$ cat config.mk
export PLATFORM = sky130hd
export DESIGN_NAME = sha256_block_core
export DESIGN_NICKNAME = d
export VERILOG_FILES = /design/src/rtl/sha256_pkg.sv /design/src/rtl/sha256_round.sv /design/src/rtl/sha256_block_core.sv
export SDC_FILE = /design/constraint.sdc
export NUM_CORES = 2
export LEC_CHECK = 0
export ABC_AREA = 1
export BUFFER_PORTS_ARGS = -buffer_cell sky130_fd_sc_hd__buf_2
export CORE_MARGIN = 5
export CORE_UTILIZATION = 50
export CTS_CLUSTER_SIZE = 20
export DETAILED_ROUTE_END_ITERATION = 10
export PLACE_DENSITY = 0.71
export SYNTH_ARGS = -nofsm -noshare
export SYNTH_HDL_FRONTEND = slang
export SYNTH_SLANG_ARGS = --single-unit
$ cat constraint.sdc
create_clock -name clk -period 5.7 [get_ports clk]
set_input_delay 0.57 -clock clk [delete_from_list [all_inputs] [get_ports clk]]
set_output_delay 0.57 -clock clk [all_outputs]
set_load 0.01 [all_outputs]
$ cat src/rtl/sha256_pkg.sv
// sha256_pkg: shared SHA-256 constants, bit functions, working-variable struct and FSM states.
//   K     : 64 round constants
//   IV    : initial hash value, H0 in the most significant word
//   work_t: working variables a..h, a in the most significant word
package sha256_pkg;

    typedef enum logic [1:0] {IDLE, ROUND, FINAL} state_t;

    typedef struct packed {
        logic [31:0] a, b, c, d, e, f, g, h;
    } work_t;

    localparam work_t IV = '{
        32'h6a09e667, 32'hbb67ae85, 32'h3c6ef372, 32'ha54ff53a,
        32'h510e527f, 32'h9b05688c, 32'h1f83d9ab, 32'h5be0cd19
    };

    localparam logic [31:0] K [0:63] = '{
        32'h428a2f98, 32'h71374491, 32'hb5c0fbcf, 32'he9b5dba5, 32'h3956c25b, 32'h59f111f1, 32'h923f82a4, 32'hab1c5ed5,
        32'hd807aa98, 32'h12835b01, 32'h243185be, 32'h550c7dc3, 32'h72be5d74, 32'h80deb1fe, 32'h9bdc06a7, 32'hc19bf174,
        32'he49b69c1, 32'hefbe4786, 32'h0fc19dc6, 32'h240ca1cc, 32'h2de92c6f, 32'h4a7484aa, 32'h5cb0a9dc, 32'h76f988da,
        32'h983e5152, 32'ha831c66d, 32'hb00327c8, 32'hbf597fc7, 32'hc6e00bf3, 32'hd5a79147, 32'h06ca6351, 32'h14292967,
        32'h27b70a85, 32'h2e1b2138, 32'h4d2c6dfc, 32'h53380d13, 32'h650a7354, 32'h766a0abb, 32'h81c2c92e, 32'h92722c85,
        32'ha2bfe8a1, 32'ha81a664b, 32'hc24b8b70, 32'hc76c51a3, 32'hd192e819, 32'hd6990624, 32'hf40e3585, 32'h106aa070,
        32'h19a4c116, 32'h1e376c08, 32'h2748774c, 32'h34b0bcb5, 32'h391c0cb3, 32'h4ed8aa4a, 32'h5b9cca4f, 32'h682e6ff3,
        32'h748f82ee, 32'h78a5636f, 32'h84c87814, 32'h8cc70208, 32'h90befffa, 32'ha4506ceb, 32'hbef9a3f7, 32'hc67178f2
    };

    function automatic logic [31:0] rotr(input logic [31:0] x, input int n);
        return (x >> n) | (x << (32 - n));
    endfunction

    function automatic logic [31:0] ch(input logic [31:0] x, input logic [31:0] y, input logic [31:0] z);
        return (x & y) ^ (~x & z);
    endfunction

    function automatic logic [31:0] maj(input logic [31:0] x, input logic [31:0] y, input logic [31:0] z);
        return (x & y) ^ (x & z) ^ (y & z);
    endfunction

    function automatic logic [31:0] bsig0(input logic [31:0] x);
        return rotr(x, 2) ^ rotr(x, 13) ^ rotr(x, 22);
    endfunction

    function automatic logic [31:0] bsig1(input logic [31:0] x);
        return rotr(x, 6) ^ rotr(x, 11) ^ rotr(x, 25);
    endfunction

    function automatic logic [31:0] ssig0(input logic [31:0] x);
        return rotr(x, 7) ^ rotr(x, 18) ^ (x >> 3);
    endfunction

    function automatic logic [31:0] ssig1(input logic [31:0] x);
        return rotr(x, 17) ^ rotr(x, 19) ^ (x >> 10);
    endfunction

    function automatic work_t add_work(input work_t x, input work_t y);
        return '{x.a + y.a, x.b + y.b, x.c + y.c, x.d + y.d,
                 x.e + y.e, x.f + y.f, x.g + y.g, x.h + y.h};
    endfunction

endpackage

$ cat src/rtl/sha256_round.sv
// sha256_round: one combinational SHA-256 compression round.
//   cur: working variables before the round
//   k  : round constant K[t]
//   w  : schedule word W[t]
//   nxt: working variables after the round
module sha256_round
    import sha256_pkg::*;
(
    input  work_t       cur,
    input  logic [31:0] k,
    input  logic [31:0] w,
    output work_t       nxt
);

    logic [31:0] t1, t2;

    assign t1  = cur.h + bsig1(cur.e) + ch(cur.e, cur.f, cur.g) + k + w;
    assign t2  = bsig0(cur.a) + maj(cur.a, cur.b, cur.c);
    assign nxt = '{a: t1 + t2, b: cur.a, c: cur.b, d: cur.c,
                   e: cur.d + t1, f: cur.e, g: cur.f, h: cur.g};

endmodule

$ cat src/rtl/sha256_block_core.sv
// sha256_block_core: multi-block SHA-256 engine, UNROLL rounds per clock.
//   clk, reset_b      : clock, asynchronous active-low reset
//   block             : pre-padded 512-bit block, W0 in [511:480]
//   block_first/last  : block opens / closes a message
//   block_valid/ready : block handshake, ready only in IDLE
//   digest            : final hash, H0 in [255:224]
//   digest_valid      : digest holds the hash of the latest message
module sha256_block_core
    import sha256_pkg::*;
#(
    parameter int UNROLL = 1
) (
    input  logic         clk,
    input  logic         reset_b,
    input  logic [511:0] block,
    input  logic         block_first,
    input  logic         block_last,
    input  logic         block_valid,
    output logic         block_ready,
    output logic [255:0] digest,
    output logic         digest_valid
);

    if (UNROLL != 1 && UNROLL != 2 && UNROLL != 4 && UNROLL != 8) begin : g_bad_unroll
        $error("sha256_block_core: UNROLL must be 1, 2, 4 or 8");
    end

    state_t      state;
    logic [5:0]  t;
    logic        last;
    logic [31:0] w [0:15];
    work_t       v, h, h_sum;
    work_t       chain [0:UNROLL];
    logic [31:0] ext [0:15+UNROLL];

    // Window extended by UNROLL freshly scheduled words; the next window is ext[UNROLL +: 16].
    always_comb begin
        for (int j = 0; j < 16; j++) ext[j] = w[j];
        for (int j = 16; j < 16 + UNROLL; j++)
            ext[j] = ssig1(ext[j-2]) + ext[j-7] + ssig0(ext[j-15]) + ext[j-16];
    end

    assign chain[0] = v;

    for (genvar g = 0; g < UNROLL; g++) begin : g_round
        sha256_round u_round (
            .cur (chain[g]),
            .k   (K[t + 6'(g)]),
            .w   (w[g]),
            .nxt (chain[g+1])
        );
    end

    assign h_sum = add_work(h, v);

    // t wraps to 0 after the final ROUND edge, so six bits suffice.
    always_ff @(posedge clk or negedge reset_b) begin
        if (!reset_b) begin
            state        <= IDLE;
            block_ready  <= 1'b1;
            digest_valid <= 1'b0;
            digest       <= '0;
            h            <= IV;
            v            <= '0;
            t            <= '0;
            last         <= 1'b0;
            for (int j = 0; j < 16; j++) w[j] <= '0;
        end else begin
            case (state)
                IDLE: if (block_valid) begin
                    for (int j = 0; j < 16; j++) w[j] <= block[511-32*j -: 32];
                    v            <= block_first ? IV : h;
                    h            <= block_first ? IV : h;
                    last         <= block_last;
                    t            <= '0;
                    digest_valid <= 1'b0;
                    block_ready  <= 1'b0;
                    state        <= ROUND;
                end
                ROUND: begin
                    v <= chain[UNROLL];
                    for (int j = 0; j < 16; j++) w[j] <= ext[j+UNROLL];
                    t <= t + 6'(UNROLL);
                    if (t == 6'(64 - UNROLL)) state <= FINAL;
                end
                FINAL: begin
                    h <= h_sum;
                    if (last) begin
                        digest       <= h_sum;
                        digest_valid <= 1'b1;
                    end
                    block_ready <= 1'b1;
                    state       <= IDLE;
                end
                default: state <= IDLE;
            endcase
        end
    end

endmodule

==> metrics.txt <==
first-pass GRT wire length=615 mm; routability cong.=1.06; Final TNS setup=-15.78 ns; Die Wd=433 um; final core occ=63.2%; crit share post-route=112%; met1 Use GR=58.0%; die height=433 um; FFs w/ async S/R, synth=100%; CP Launch Point=chain[379]; area growth from synthesis to layout=25.8%; Slew headroom=3.55%; Least-Margin Pin Slew=1.43 ns; grt peak-use layer=met2; post-synthesis sequential area ratio=36.3%; Slowest cell on crit path=fa_1; Tmin final=6.37 ns; max_cap viols=0; final antenna-violating net count=0; worst hold path class=input pin to flip-flop; GRT Total Usage=44.0%; Post-Syn Area=0.0896 mm2; H-tree levels=4; Post-synth EDFFs=0; mean area per synthesized cell=7.45 um2; RSZ-0062 raised after global routing=true; top cells by area, synth=dfrtp_1, o21ai_0, nand2_1; clk sinks=1291; starting density of the core=50.3%; Setup CP Type=flip-flop to flip-flop; Worst-Skew Late Latency=0.85 ns; Final Hold Viols=0; CTS Buffer Depth=3; GR Util met2=64.4%; violations in the final reports=setup timing; post-synth top area share=32.2%; Synth Flop Type=dfrtp_1; root buffer cell=clkbuf_16; fin. max-slew vios=0; DRC violations left=0; Mapped Cells=12000; IO Pins=775; CP dominant cell by count=nand2_2; syn nets=13100; count of input and output buffers=774; Worst Hold Launch=block[64]; FP Rows=155; fin worst setup slack=-0.672 ns; vias in the first global route=93200; FF+latch count, synth=1291; hold_ws=0.0295 ns; vias=97300; detailed placement HPWL=319 mm; layout cell share with drive strength beyond 1=20.0%; Setup Viol. Count Final=44; nets@finish=14700; WL final=425 mm; worst stage delay on the critical path=0.56 ns; CP arrival=7.12 ns; status=finished with violations; Yosys warnings=0; CTS tree=yes; clk_skew=0.0276 ns; initial antenna violation count=74; drt pass-1 iters=8; die area=0.188 mm2; crit path max fanout=3; largest net degree at the start of global routing=297; f_max=0.157 GHz; Clock Pin Slew Worst Setup and Hold Paths=0.07 ns; Req. time, crit path=6.45 ns; CTS buffer count=150; vias per cell=6.05; crit start category=flip-flop; R2R Path Start=chain[379]; total gr overflow=0; CP Capture Type=flip-flop; GR Util met3=12.9%; Core Region=0.178 mm2; wire length per cell=26.4 um; Yosys cell types=69; Synth area leader=dfrtp_1; Iteration-0 DRC Markers=12900
registers in the layout (all words and copies together) (netlist names):
register and count:
digest 256, last 1, h 256, ext 512, chain 256, state 2, block_ready 1, digest_valid 1
t 6
metal layers:
layer / wire (um) / up-vias / part of all wire (%)
met5: 223 / - / 0.052
met4: 30700 / 32 / 7.2
met3: 49900 / 1412 / 12
met2: 179000 / 6235 / 42
met1: 165000 / 46700 / 39
li1: - / 42900 / -
cell usage in the layout, fill, tap and decap left out, drive strengths merged, types with 210 or more instances in the layout:
cell type,n
a21oi,1404
nand3,378
buf,1712
nor2,749
xor2,219
nand2,2291
dfrtp,1154
dlygate4sd3,288
ha,399
clkbuf,210
inv,1589
o21ai,1805
synthesized netlist by cell type (all sizes together), types with 21 or more instances:
library cell / count
o221ai: 36
a21oi: 1404
ha: 399
dfrtp: 1154
nor2: 749
a211oi: 24
o21ai: 1805
xor2: 219
o211ai: 52
buf: 203
nor3: 131
inv: 1582
xnor2: 195
dfstp: 137
a22o: 40
a31oi: 64
o21a: 25
clkbuf: 426
nand3: 378
or2: 73
o311ai: 21
nand4: 44
fa: 195
nand3b: 29
o22ai: 78
nor4: 26
a21o: 51
nand2: 2291
o21bai: 80
worst paths after layout:
path                       cells after the start          end  slack [ns]
setup / recovery                              33   chain[508]       -0.67
hold / removal                                 3      ext[96]        0.03
setup reg to reg                              33   chain[508]       -0.67
hold reg to reg                                2  digest[208]        0.47
max in group asynchronous                      3  digest[182]        3.66
min in group asynchronous                      2     ext[137]        0.32
cell type report:
class | instances | area (um2)
timing repair buffer | 2000 | 14500
sequential | 1291 | 32500
multi-input combinational | 8524 | 51500
tap | 2355 | 2950
clock inverter | 63 | 840
fill | 15600 | 65500
clock buffer | 210 | 4280
inverter | 1582 | 6010
antenna | 52 | 130
per-stage QoR:
stage / cells / setup WS [ns] / area [um2]
after CTS: 16000 / -0.575 / 111000
final: 16100 / -0.672 / 113000
after detailed placement: 15400 / -1.02 / 101000
after floorplan: 12000 / -0.169 / 89700
after global routing: 16100 / -0.977 / 113000
after global placement: 15400 / -0.944 / 101000
cell families (layout without fill, tap and decap cells):
kind of cell	count (synthesis)	count (layout)	share of synthesized area, %
other cells	0	52	0
simple gates	3723	3723	17.0
xor+xnor	414	414	4.05
compound gates	3791	3791	23.3
fa+ha+maj	596	596	9.95
flops	1291	1291	36.3
buf+inv	2211	3855	9.49
critical path, delay by kind of cell, from the launching register on:
kind,cells,cell delay (ns)
DFF,1,0.42
xor gates and xnor gates,3,0.57
adders and majority gates,6,2.64
AOI/OAI and AO/OA,8,1.20
and+or+nand+nor,10,0.91
buffers and inverters,6,0.51
what timing repair did:
action	4_1_cts	5_1_grt
resized for setup	338	323
setup buffers	41	42
pin swaps	108	157
setup endpoints to repair	49	51
hold endpoints to repair	393	0
hold buffers	288	0
Power is left out: the tool's default activity adds up to more than one toggle a clock period on the data nets, which glitch-free logic cannot reach.
